--- src/rtl/alu_share_ctrl_pkg.sv ---
// Shared definitions for the two-requester ALU sharing controller:
// FSM state encoding, requester ids and the ALU control codes.
package alu_share_ctrl_pkg;

  typedef enum logic [1:0] {
    IDLE = 2'd0,
    EXEC = 2'd1,
    RESP = 2'd2
  } state_t;

  localparam logic REQ0 = 1'b0;
  localparam logic REQ1 = 1'b1;

  localparam logic [3:0] CTL_AND = 4'b0000;
  localparam logic [3:0] CTL_OR  = 4'b0001;
  localparam logic [3:0] CTL_ADD = 4'b0010;
  localparam logic [3:0] CTL_SUB = 4'b0110;
  localparam logic [3:0] CTL_SLT = 4'b0111;

endpackage

--- src/rtl/alu_share_ctrl_rr_pick2.sv ---
// Combinational 2-way round-robin picker: a lone requester always wins,
// a tie goes to the requester that was not granted last.
module rr_pick2
  import alu_share_ctrl_pkg::*;
(
  input  logic valid0,
  input  logic valid1,
  input  logic last,
  output logic gnt_valid,
  output logic gnt_id
);

  always_comb begin
    gnt_valid = valid0 | valid1;
    if (valid0 && valid1) gnt_id = ~last;
    else if (valid1)      gnt_id = REQ1;
    else                  gnt_id = REQ0;
  end

endmodule

--- src/rtl/alu_share_ctrl.sv ---
// Round-robin sequencer sharing one combinational ALU between two requesters.
// Optional `ALU_SHARE_ZERO_EN adds a registered rsp_zero flag next to rsp_data.
module alu_share_ctrl
  import alu_share_ctrl_pkg::*;
#(
  parameter int WIDTH  = 32,
  parameter int CTL_W  = 4,
  parameter int SETTLE = 2
) (
  input  logic             clk,
  input  logic             reset,
  input  logic             req0_valid,
  output logic             req0_ready,
  input  logic [WIDTH-1:0] req0_a,
  input  logic [WIDTH-1:0] req0_b,
  input  logic [CTL_W-1:0] req0_ctl,
  input  logic             req1_valid,
  output logic             req1_ready,
  input  logic [WIDTH-1:0] req1_a,
  input  logic [WIDTH-1:0] req1_b,
  input  logic [CTL_W-1:0] req1_ctl,
  output logic [WIDTH-1:0] alu_a,
  output logic [WIDTH-1:0] alu_b,
  output logic [CTL_W-1:0] alu_ctl,
  input  logic [WIDTH-1:0] alu_result,
  output logic             rsp0_valid,
  output logic             rsp1_valid,
  input  logic             rsp0_ready,
  input  logic             rsp1_ready,
  output logic [WIDTH-1:0] rsp_data,
`ifdef ALU_SHARE_ZERO_EN
  output logic             rsp_zero,
`endif
  output logic             busy
);

  localparam logic [3:0] CNT_INIT = 4'(SETTLE - 1);

  state_t     state, state_nxt;
  logic       last_grant;
  logic       id;
  logic [3:0] cnt;
  logic       gnt_valid, gnt_id;
  logic       grant, rsp_hs, sample;

  rr_pick2 u_pick (
    .valid0    (req0_valid),
    .valid1    (req1_valid),
    .last      (last_grant),
    .gnt_valid (gnt_valid),
    .gnt_id    (gnt_id)
  );

  always_comb begin
    state_nxt  = state;
    req0_ready = 1'b0;
    req1_ready = 1'b0;
    rsp0_valid = 1'b0;
    rsp1_valid = 1'b0;
    grant      = 1'b0;
    rsp_hs     = 1'b0;
    sample     = 1'b0;
    case (state)
      IDLE: begin
        // Ready is suppressed while reset is held so nothing looks accepted.
        grant      = gnt_valid && !reset;
        req0_ready = grant && (gnt_id == REQ0);
        req1_ready = grant && (gnt_id == REQ1);
        if (grant) state_nxt = EXEC;
      end
      EXEC: begin
        sample = (cnt == 4'd0);
        if (sample) state_nxt = RESP;
      end
      RESP: begin
        rsp0_valid = (id == REQ0);
        rsp1_valid = (id == REQ1);
        rsp_hs     = (id == REQ1) ? rsp1_ready : rsp0_ready;
        if (rsp_hs) state_nxt = IDLE;
      end
      default: state_nxt = IDLE;
    endcase
  end

  assign busy = (state != IDLE);

  always_ff @(posedge clk or posedge reset) begin
    if (reset) state <= IDLE;
    else       state <= state_nxt;
  end

  always_ff @(posedge clk or posedge reset) begin
    if (reset) begin
      last_grant <= REQ1;
      id         <= REQ0;
      cnt        <= 4'd0;
    end else begin
      if (grant) begin
        id  <= gnt_id;
        cnt <= CNT_INIT;
      end else if (state == EXEC && !sample) begin
        cnt <= cnt - 4'd1;
      end
      if (rsp_hs) last_grant <= id;
    end
  end

  // ALU operand registers hold between operations; result captured on the last settle cycle.
  always_ff @(posedge clk or posedge reset) begin
    if (reset) begin
      alu_a    <= '0;
      alu_b    <= '0;
      alu_ctl  <= '0;
      rsp_data <= '0;
`ifdef ALU_SHARE_ZERO_EN
      rsp_zero <= 1'b0;
`endif
    end else begin
      if (grant) begin
        alu_a   <= (gnt_id == REQ1) ? req1_a   : req0_a;
        alu_b   <= (gnt_id == REQ1) ? req1_b   : req0_b;
        alu_ctl <= (gnt_id == REQ1) ? req1_ctl : req0_ctl;
      end
      if (sample) begin
        rsp_data <= alu_result;
`ifdef ALU_SHARE_ZERO_EN
        rsp_zero <= (alu_result == '0);
`endif
      end
    end
  end

endmodule

--- config.mk ---
export PLATFORM = sky130hd
export DESIGN_NAME = alu_share_ctrl
export DESIGN_NICKNAME = d
export VERILOG_FILES = /design/src/rtl/alu_share_ctrl_pkg.sv /design/src/rtl/alu_share_ctrl_rr_pick2.sv /design/src/rtl/alu_share_ctrl.sv
export SDC_FILE = /design/constraint.sdc
export NUM_CORES = 1
export LEC_CHECK = 0
export BUFFER_PORTS_ARGS = -buffer_cell sky130_fd_sc_hd__buf_4
export CAP_MARGIN = 10
export CORE_MARGIN = 4
export CORE_UTILIZATION = 45
export CTS_CLUSTER_DIAMETER = 200
export DETAILED_ROUTE_END_ITERATION = 8
export PLACE_DENSITY_LB_ADDON = 0.08
export SKIP_CTS_REPAIR_TIMING = 1
export SLEW_MARGIN = 15
export SYNTH_ARGS = -nofsm -noshare
export SYNTH_HDL_FRONTEND = slang
export SYNTH_SLANG_ARGS = --single-unit
export TNS_END_PERCENT = 30
--- constraint.sdc ---
create_clock -name clk -period 5 [get_ports clk]
set_input_delay 0.5 -clock clk [delete_from_list [all_inputs] [get_ports clk]]
set_output_delay 0.5 -clock clk [all_outputs]
set_load 0.01 [all_outputs]
== After elaboration in Yosys (flattened, before gate mapping) ==
Cells that the tools add are included.

* Logic and storage cells: 49
* Input port bits: 174
* Register bits after elaboration: 108

* Add/subtract/negate cells: 1
* Bitwise operators: 4
* Eq/ne operators: 5
* Reduce and logical (&&, ||, !) cells: 12
* Multiplexer cells: 19

{| class="wikitable"
|+ Operators with widths
! kind !! count
|-
| $mux W32 || 2
|-
| $mux W4 || 3
|-
| $mux W1 || 10
|-
| $mux W2 || 3
|-
| $ne A2 B2 Y1 const B || 3
|-
| $pmux W2 S3 || 1
|-
| $logic_and A1 B1 Y1 || 5
|-
| $logic_not A4 Y1 || 1
|-
| $reduce_bool A2 Y1 || 2
|-
| $sub A4 B1 Y4 const B || 1
|-
| $not A1 Y1 || 3
|-
| $reduce_and A3 Y1 || 1
|-
| $eq A2 B1 Y1 const B || 1
|-
| $eq A2 B2 Y1 const B || 1
|-
| $logic_not A1 Y1 || 2
|-
| $logic_not A2 Y1 || 1
|-
| $or A1 B1 Y1 || 1
|}

== Logic depth before layout (Yosys ltp) ==
Gate-level depths: netlist (run 1).

* Depth after elaboration: 6
* Gate-level depth with buffers: 7

== Cells and area by module ==
Synthesis (run 1) repeated with hierarchy kept, for this count alone.

* Cell total of the unflattened synthesis: 413
* Area, all modules: 4810.9 um2

{| class="wikitable"
|+ By module, submodules not included
! module !! area an instance (um2) !! instances !! cells each
|-
| alu_share_ctrl || 4797.1 || 1 || 411
|-
| rr_pick2 || 13.8 || 1 || 2
|}

== Worst setup path before layout (run 1) ==
No wires, ideal clock.

* Kind: input to output
* Start: input reset
* End: output req0_ready
* Stages: 4
* Slack: 3143 ps
* Buffers on the path: 2
* Arrival: 1357 ps
* Cell sequence: or3_1 clkbuf_1 buf_2 nor3b_2

* Word-level cells in the longest chain between the ends: 4

{| class="wikitable"
|+ Ends and longest elaborated chain
! item !! line !! source
|-
| start, declared || alu_share_ctrl.sv:11 || <nowiki>input logic reset,</nowiki>
|-
| $logic_not A1 Y1 (no source line) || n/a ||
|-
| $logic_and A1 B1 Y1 || alu_share_ctrl.sv:66 || <nowiki>grant = gnt_valid && !reset;</nowiki>
|-
| $logic_and A1 B1 Y1 || alu_share_ctrl.sv:67 || <nowiki>req0_ready = grant && (gnt_id == REQ0);</nowiki>
|-
| $mux W1 || alu_share_ctrl.sv:63 || <nowiki>case (state)</nowiki>
|-
| end, declared || alu_share_ctrl.sv:13 || <nowiki>output logic req0_ready,</nowiki>
|}

Every way passes these cells.

== Worst setup path in the final report (run 1) ==
* Start: register state[0]
* End: output req1_ready

* Word-level cells in the longest chain between the ends: 2

{| class="wikitable"
|+ Ends and longest elaborated chain
! item !! line !! source
|-
| start, declared || alu_share_ctrl.sv:39 || <nowiki>state_t state, state_nxt;</nowiki>
|-
| start signal, assigned || alu_share_ctrl.sv:89 || <nowiki>else state <= state_nxt;</nowiki>
|-
| $logic_not A2 Y1 || alu_share_ctrl.sv:63 ||
|-
| $mux W1 || alu_share_ctrl.sv:63 ||
|-
| end, declared || alu_share_ctrl.sv:18 || <nowiki>output logic req1_ready,</nowiki>
|}

Every way passes these cells.

==> results of run 1 <==
[power by group]
part	switching, mW	internal, mW	total, mW
combinational	0.834	1.04	1.87
sequential	0.269	1.30	1.56
clock	0.288	0.199	0.487
[worst register-to-register path: stages (launching register included)]
cell     delay (ns)
dfrtp_1        0.47
nor3_1         0.38
and3_2         0.66
buf_4          0.50
a221o_1        0.26
[routing by layer]
metal  GRT usage  vias up  wire (µm)
met2       0.416      209       7940
met3      0.0658       29       1210
li1            -     2105          -
met5           0        -          0
met4      0.0770        0        424
met1       0.297     2182       6060
[area by class of cell]
cell class / count / share of cell area
clock buffers: 12 / 0.0204
clock inverters: 4 / 0.00457
inverters: 5 / 0.00299
multi-input cells: 277 / 0.269
flip-flops and latches: 108 / 0.380
well taps: 136 / 0.0239
repair buffers: 284 / 0.299
[cells by family after synthesis]
family | after synthesis | synth area share
AND/OR/NAND/NOR | 161 | 0.155
multiplexers | 33 | 0.0772
AO/OA/AOI/OAI | 81 | 0.156
flip-flops | 108 | 0.561
buffers and inverters | 47 | 0.0452
adder cells (fa/ha/maj) | 2 | 0.00520
[placed cells by master, fill, tap and decap left out, drive strengths merged, types with 2 or more instances in the layout]
master,netlist,final
dfrtp,107,107
clkinvlp,0,2
mux2,33,33
nor2,5,5
nor2b,3,3
nand2,71,71
buf,22,284
nor3b,4,4
a21oi,5,5
inv,5,7
nand2b,2,2
nor3,69,69
a221o,68,68
ha,2,2
or3,3,3
clkbuf,20,12
o21ai,6,6
[registers in the layout, summed over array words and instances (netlist names)]
signal,cells
alu_a,32
alu_b,32
rsp_data,32
alu_ctl,4
cnt,4
state,2
id,1
last_grant,1
[worst paths after layout]
path | endpoint | slack (ns) | startpoint | depth (start not counted)
max | req1_ready | 2.41 | state[0] | 3
min | alu_b[3] | 0.25 | reset | 2
max reg2reg | alu_b[12] | 2.66 | state[0] | 4
min reg2reg | rsp_data[1] | 0.51 | rsp_data[1] | 1
max in group asynchronous | rsp_data[13] | 3.61 | reset | 3
min in group clk | alu_ctl[0] | 0.37 | req1_ctl[0] | 2
==> results.py, run 1 <==
metrics = {
    "pwr": {
        "powerDensity_nw_per_um2": 551,
        "total_power_mw": 3.92,
        "p_leak_nw": 3.49,
        "max-vdd-ir-drop_uv": 281,
    },
    "route": {
        "drtIter0Drc": 297,
        "wl_um": 15600,
        "routedWlPerCell_um": 18.9,
        "vias_per_cell": 5.48,
        "detail-route-antenna-nets": 0,
        "vias": 4525,
        "drc_errors": 0,
        "drtPass1Iterations": 5,
    },
    "worst_setup_path": {
        "worstPathCellList": "nor3_1, and3_2, buf_4",
        "crit_type": "reg -> out",
        "cpPeakStageDelay_ns": 0.66,
        "critical_path_peak_fanout": 31,
        "slowest_stage": "and3_2",
        "startpoint_type": "register",
        "crit_family": "simple AND/OR/NAND/NOR gates",
        "worstPathRequired_ns": 4.50,
        "cp.buffers_inverters": 1,
        "arrival_ns": 2.09,
        "cp-end-kind": "output port",
    },
    "die": {
        "die_h_um": 111,
        "start_util": 0.464,
        "fp.dieArea_um2": 12400,
        "die_width_um": 111,
        "rows": 37,
        "coreArea_um2": 10400,
        "io_pins": 279,
    },
    "final_layout": {
        "finalNonFillerCells": 826,
        "fillers": 821,
        "final_cell_area_um2": 7120,
        "seq_area_um2": 2700,
        "layout-drive-gt1-share": 0.493,
        "fin_nets": 861,
        "multi_input_comb_area_um2": 1920,
        "area_delta_synth_final_pct": 47.9,
        "final_core_util": 0.687,
        "num_antenna_cells": 0,
    },
    "sta": {
        "slew_headroom": 0.354,
        "hold_viol_final": 0,
        "layout_setup_ws_ns": 2.41,
        "whs_ns": 0.247,
        "setup_viol": 0,
        "worstMarginPinSlew_ns": 0.965,
        "final_max_slew_viol_count": 0,
        "tns_ns": 0,
        "fmax_mhz": 387,
        "period_share": 0.517,
        "skew_ns": 0.0147,
        "rsz0062_at_grt": "no",
        "min_period_ns": 2.59,
    },
    "clock_tree": {
        "htreeDepth": 3,
        "insertion_delay_ns": 0.36,
        "numCtsBuffers": 9,
        "clock_path_buffers": 2,
        "clkSinkCount": 108,
        "root_buffer": "clkbuf_8",
        "cts_tree": "done",
        "path_clk_slew_ns": 0.11,
    },
    "synth": {
        "synth_top_cell_by_area": "dfrtp_1",
        "async_reset_ff_frac": 1.00,
        "netlist_area_um2": 4820,
        "synth-main-ff-cell": "dfrtp_1",
        "yosys-top-cells-count": "107 x dfrtp_1, 71 x nand2_1, 69 x nor3_1",
        "synth_edf_count": 0,
        "synth.avg_cell_area_um2": 11.1,
        "ys_types": 27,
        "yosysMostFrequentCell": "dfrtp_1",
        "synth_top_area_frac": 0.556,
        "synthCells": 432,
        "yosys_warnings": 0,
        "ys_ff_latch": 108,
        "synth_sequential_area_ratio": 0.561,
        "netlist_top_cells_area": "dfrtp_1 56%, a221o_1 14%, mux2_2 7.7%",
        "synth_fp_nets": 608,
    },
    "run": {
        "drv_cap": 0,
    },
    "grt": {
        "antenna_found_initial": 0,
        "track_usage": 0.242,
        "grt_max_degree": 73,
        "grt_pass1_vias": 4571,
        "grt_first_pass_wirelength_um": 24300,
        "grt-ovfl-total": 0,
    },
    "placement": {
        "io_buffer_count": 278,
        "post_dp_cell_area_um2": 6940,
        "gp_congestion": 0.827,
        "pre_cts_ws_ns": 2.44,
        "dp.cells": 810,
        "hpwl_um": 11500,
    },
    "worst_hold_path": {
        "hold_class": "in -> async",
    },
    "run_status": {
        "status": "finished clean",
    },
}
(Power assumes the default switching activity.)
==> run 2, diff against run 1 <==
--- a/config.mk
+++ b/config.mk
@@ -8,7 +8,7 @@
 export BUFFER_PORTS_ARGS = -buffer_cell sky130_fd_sc_hd__buf_4
 export CAP_MARGIN = 10
 export CORE_MARGIN = 4
-export CORE_UTILIZATION = 45
+export CORE_UTILIZATION = 44
 export CTS_CLUSTER_DIAMETER = 200
 export DETAILED_ROUTE_END_ITERATION = 8
 export PLACE_DENSITY_LB_ADDON = 0.08
==> constraint.sdc (replaced) <==
create_clock -name clk -period 2.6 [get_ports clk]
set_input_delay 0.26 -clock clk [delete_from_list [all_inputs] [get_ports clk]]
set_output_delay 0.26 -clock clk [all_outputs]
set_load 0.01 [all_outputs]
==> run 2 against run 1 <==
  * Combinational power increased by 97%
  * Worst setup slack worse by 2.2 ns
  * Sequential power grew 92%
  * Worst hold slack worse by 0.14 ns
  * Total power is 96% higher
  * Global-route usage increased by 0.25 points
  * Critical path depth rose by 2
==> results.py, run 2 (synthesis gave the netlist of run 1 again) <==
metrics = {
    "run_status": {
        "status": "finished clean",
    },
    "sta": {
        "min_period_ns": 2.39,
        "fmax_mhz": 418,
        "skew_ns": 0.0149,
        "final_max_slew_viol_count": 0,
        "period_share": 0.921,
        "layout_setup_ws_ns": 0.207,
        "hold_viol_final": 0,
        "rsz0062_at_grt": "no",
        "slew_headroom": 0.415,
        "whs_ns": 0.103,
        "worstMarginPinSlew_ns": 0.874,
        "setup_viol": 0,
        "tns_ns": 0,
    },
    "worst_setup_path": {
        "worstReg2RegEnd": "alu_a[26]",
        "reg2reg_depth": 4,
        "crit_type": "in -> out",
        "cpPeakStageDelay_ns": 0.70,
        "critical_path_peak_fanout": 25,
        "reg2reg_slack_ns": 0.60,
        "startpoint_type": "primary input",
        "worstPathRequired_ns": 2.34,
        "worstPathCellList": "dlygate4sd3_1, buf_4, or3_2, nor3b_2, buf_4",
        "crit_top_cell": "buf_4",
        "cp-end-kind": "output port",
        "slowest_stage": "or3_2",
        "rr_startpoint": "state[0]",
        "arrival_ns": 2.13,
        "critical_path.endpoint": "req0_ready",
        "crit_path_start": "reset",
    },
    "pwr": {
        "power.share.clock": 0.129,
        "powerDensity_nw_per_um2": 1060,
        "p_switching_mw": 2.73,
        "p_sw_frac": 0.357,
        "combPwrFrac": 0.481,
        "total_power_mw": 7.67,
        "max-vdd-ir-drop_uv": 466,
        "p_leak_nw": 3.54,
        "p_int_mw": 4.94,
        "p_seq_frac": 0.390,
    },
    "route": {
        "routedWlPerCell_um": 19.3,
        "detail-route-antenna-nets": 0,
        "vias_per_cell": 5.54,
        "vias": 4611,
        "wl_um": 16100,
        "drtPass1Iterations": 5,
        "drc_errors": 0,
        "drtIter0Drc": 634,
    },
    "clock_tree": {
        "root_buffer": "clkbuf_8",
        "htreeDepth": 3,
        "clock_path_buffers": 2,
        "insertion_delay_ns": 0.38,
        "clkSinkCount": 108,
        "numCtsBuffers": 9,
        "cts_tree": "done",
        "path_clk_slew_ns": 0.11,
    },
    "final_layout": {
        "multi_input_comb_area_um2": 1920,
        "fillers": 823,
        "num_antenna_cells": 0,
        "fin_nets": 867,
        "final_cell_mix": "285 x buf_4, 107 x dfrtp_1, 71 x nand2_1",
        "layout-drive-gt1-share": 0.499,
        "final_cell_area_um2": 7230,
        "area_delta_synth_final_pct": 50.1,
        "seq_area_um2": 2700,
        "final_common_cell": "buf_4",
        "reg_top3": "alu_a (32), alu_b (32), rsp_data (32)",
    },
    "placement": {
        "post_dp_cell_area_um2": 7030,
        "pre_cts_ws_ns": 0.644,
        "gp_congestion": 0.891,
        "hpwl_um": 11700,
        "io_buffer_count": 278,
    },
    "die": {
        "fp.dieArea_um2": 12700,
        "die_h_um": 113,
        "die_width_um": 113,
        "coreArea_um2": 10500,
        "start_util": 0.458,
        "rows": 37,
        "io_pins": 279,
    },
    "grt": {
        "antenna_found_initial": 0,
        "track_usage": 0.244,
        "grt-ovfl-total": 0,
        "grt_first_pass_wirelength_um": 24800,
        "grt_max_degree": 52,
        "grt_pass1_vias": 4726,
    },
    "worst_hold_path": {
        "hold_class": "in -> reg",
    },
    "run": {
        "drv_cap": 0,
    },
}
-- run 2: cell types whose count changed in the layout (fill, tap and decap cells not counted) --
cell           before  now
clkinv_2            0    1
dlygate4sd3_1       0    1
clkbuf_1            2    0
clkbuf_8           10   11
clkinvlp_4          2    4
buf_12              0    4
inv_4               1    0
clkinv_4            0    1
buf_4             284  285
inv_6               2    0
-- run 2: power groups by stage --
stage	clock network, mW	registers (mW)	logic (mW)
2_1_floorplan	0	3.29	1.52
3_3_place_gp	0	2.99	3.64
3_5_place_dp	0	3.00	3.73
4_1_cts	1.00	2.99	3.73
5_1_grt	1.08	3.10	3.95
6_report	0.990	2.99	3.69
-- run 2: worst min path at each step --
| stage | startpoint | to | slack [ns] | cells past startpoint |
|---|---|---|---|---|
| after global placement | reset | state[1] | 0.37 | 2 |
| final | alu_result[3] | rsp_data[3] | 0.10 | 2 |
| after floorplan | rsp0_ready | last_grant | 0.41 | 2 |
| after CTS | reset | cnt[2] | -0.05 | 2 |
| after global routing | alu_result[15] | rsp_data[15] | 0.09 | 2 |
| after detailed placement | reset | state[1] | 0.37 | 2 |
-- run 2: routing by layer --
layer	routed length, µm	vias up	global-route usage
li1	-	2113	-
met3	1350	37	0.0685
met1	6330	2223	0.309
met2	7840	238	0.397
met5	0	-	0
met4	555	0	0.0978
-- run 2: final cells by class --
class | instances | area share
flip-flops and latches | 108 | 0.374
repair buffers | 290 | 0.308
multi-input cells | 277 | 0.265
well taps | 136 | 0.0235
clock buffers | 11 | 0.0209
clock inverters | 5 | 0.00502
inverters | 5 | 0.00312
-- run 2: stage by stage --
step | utilization | std cells
floorplan | - | 432
global placement | 0.669 | 815
detailed placement | 0.669 | 815
CTS | 0.687 | 831
global route | 0.688 | 832
finish | 0.688 | 832
-- run 2: critical path: cells and delay by family --
family / cells / cell delay [ns]
buf+inv: 3 / 0.86
simple gates: 2 / 1.01
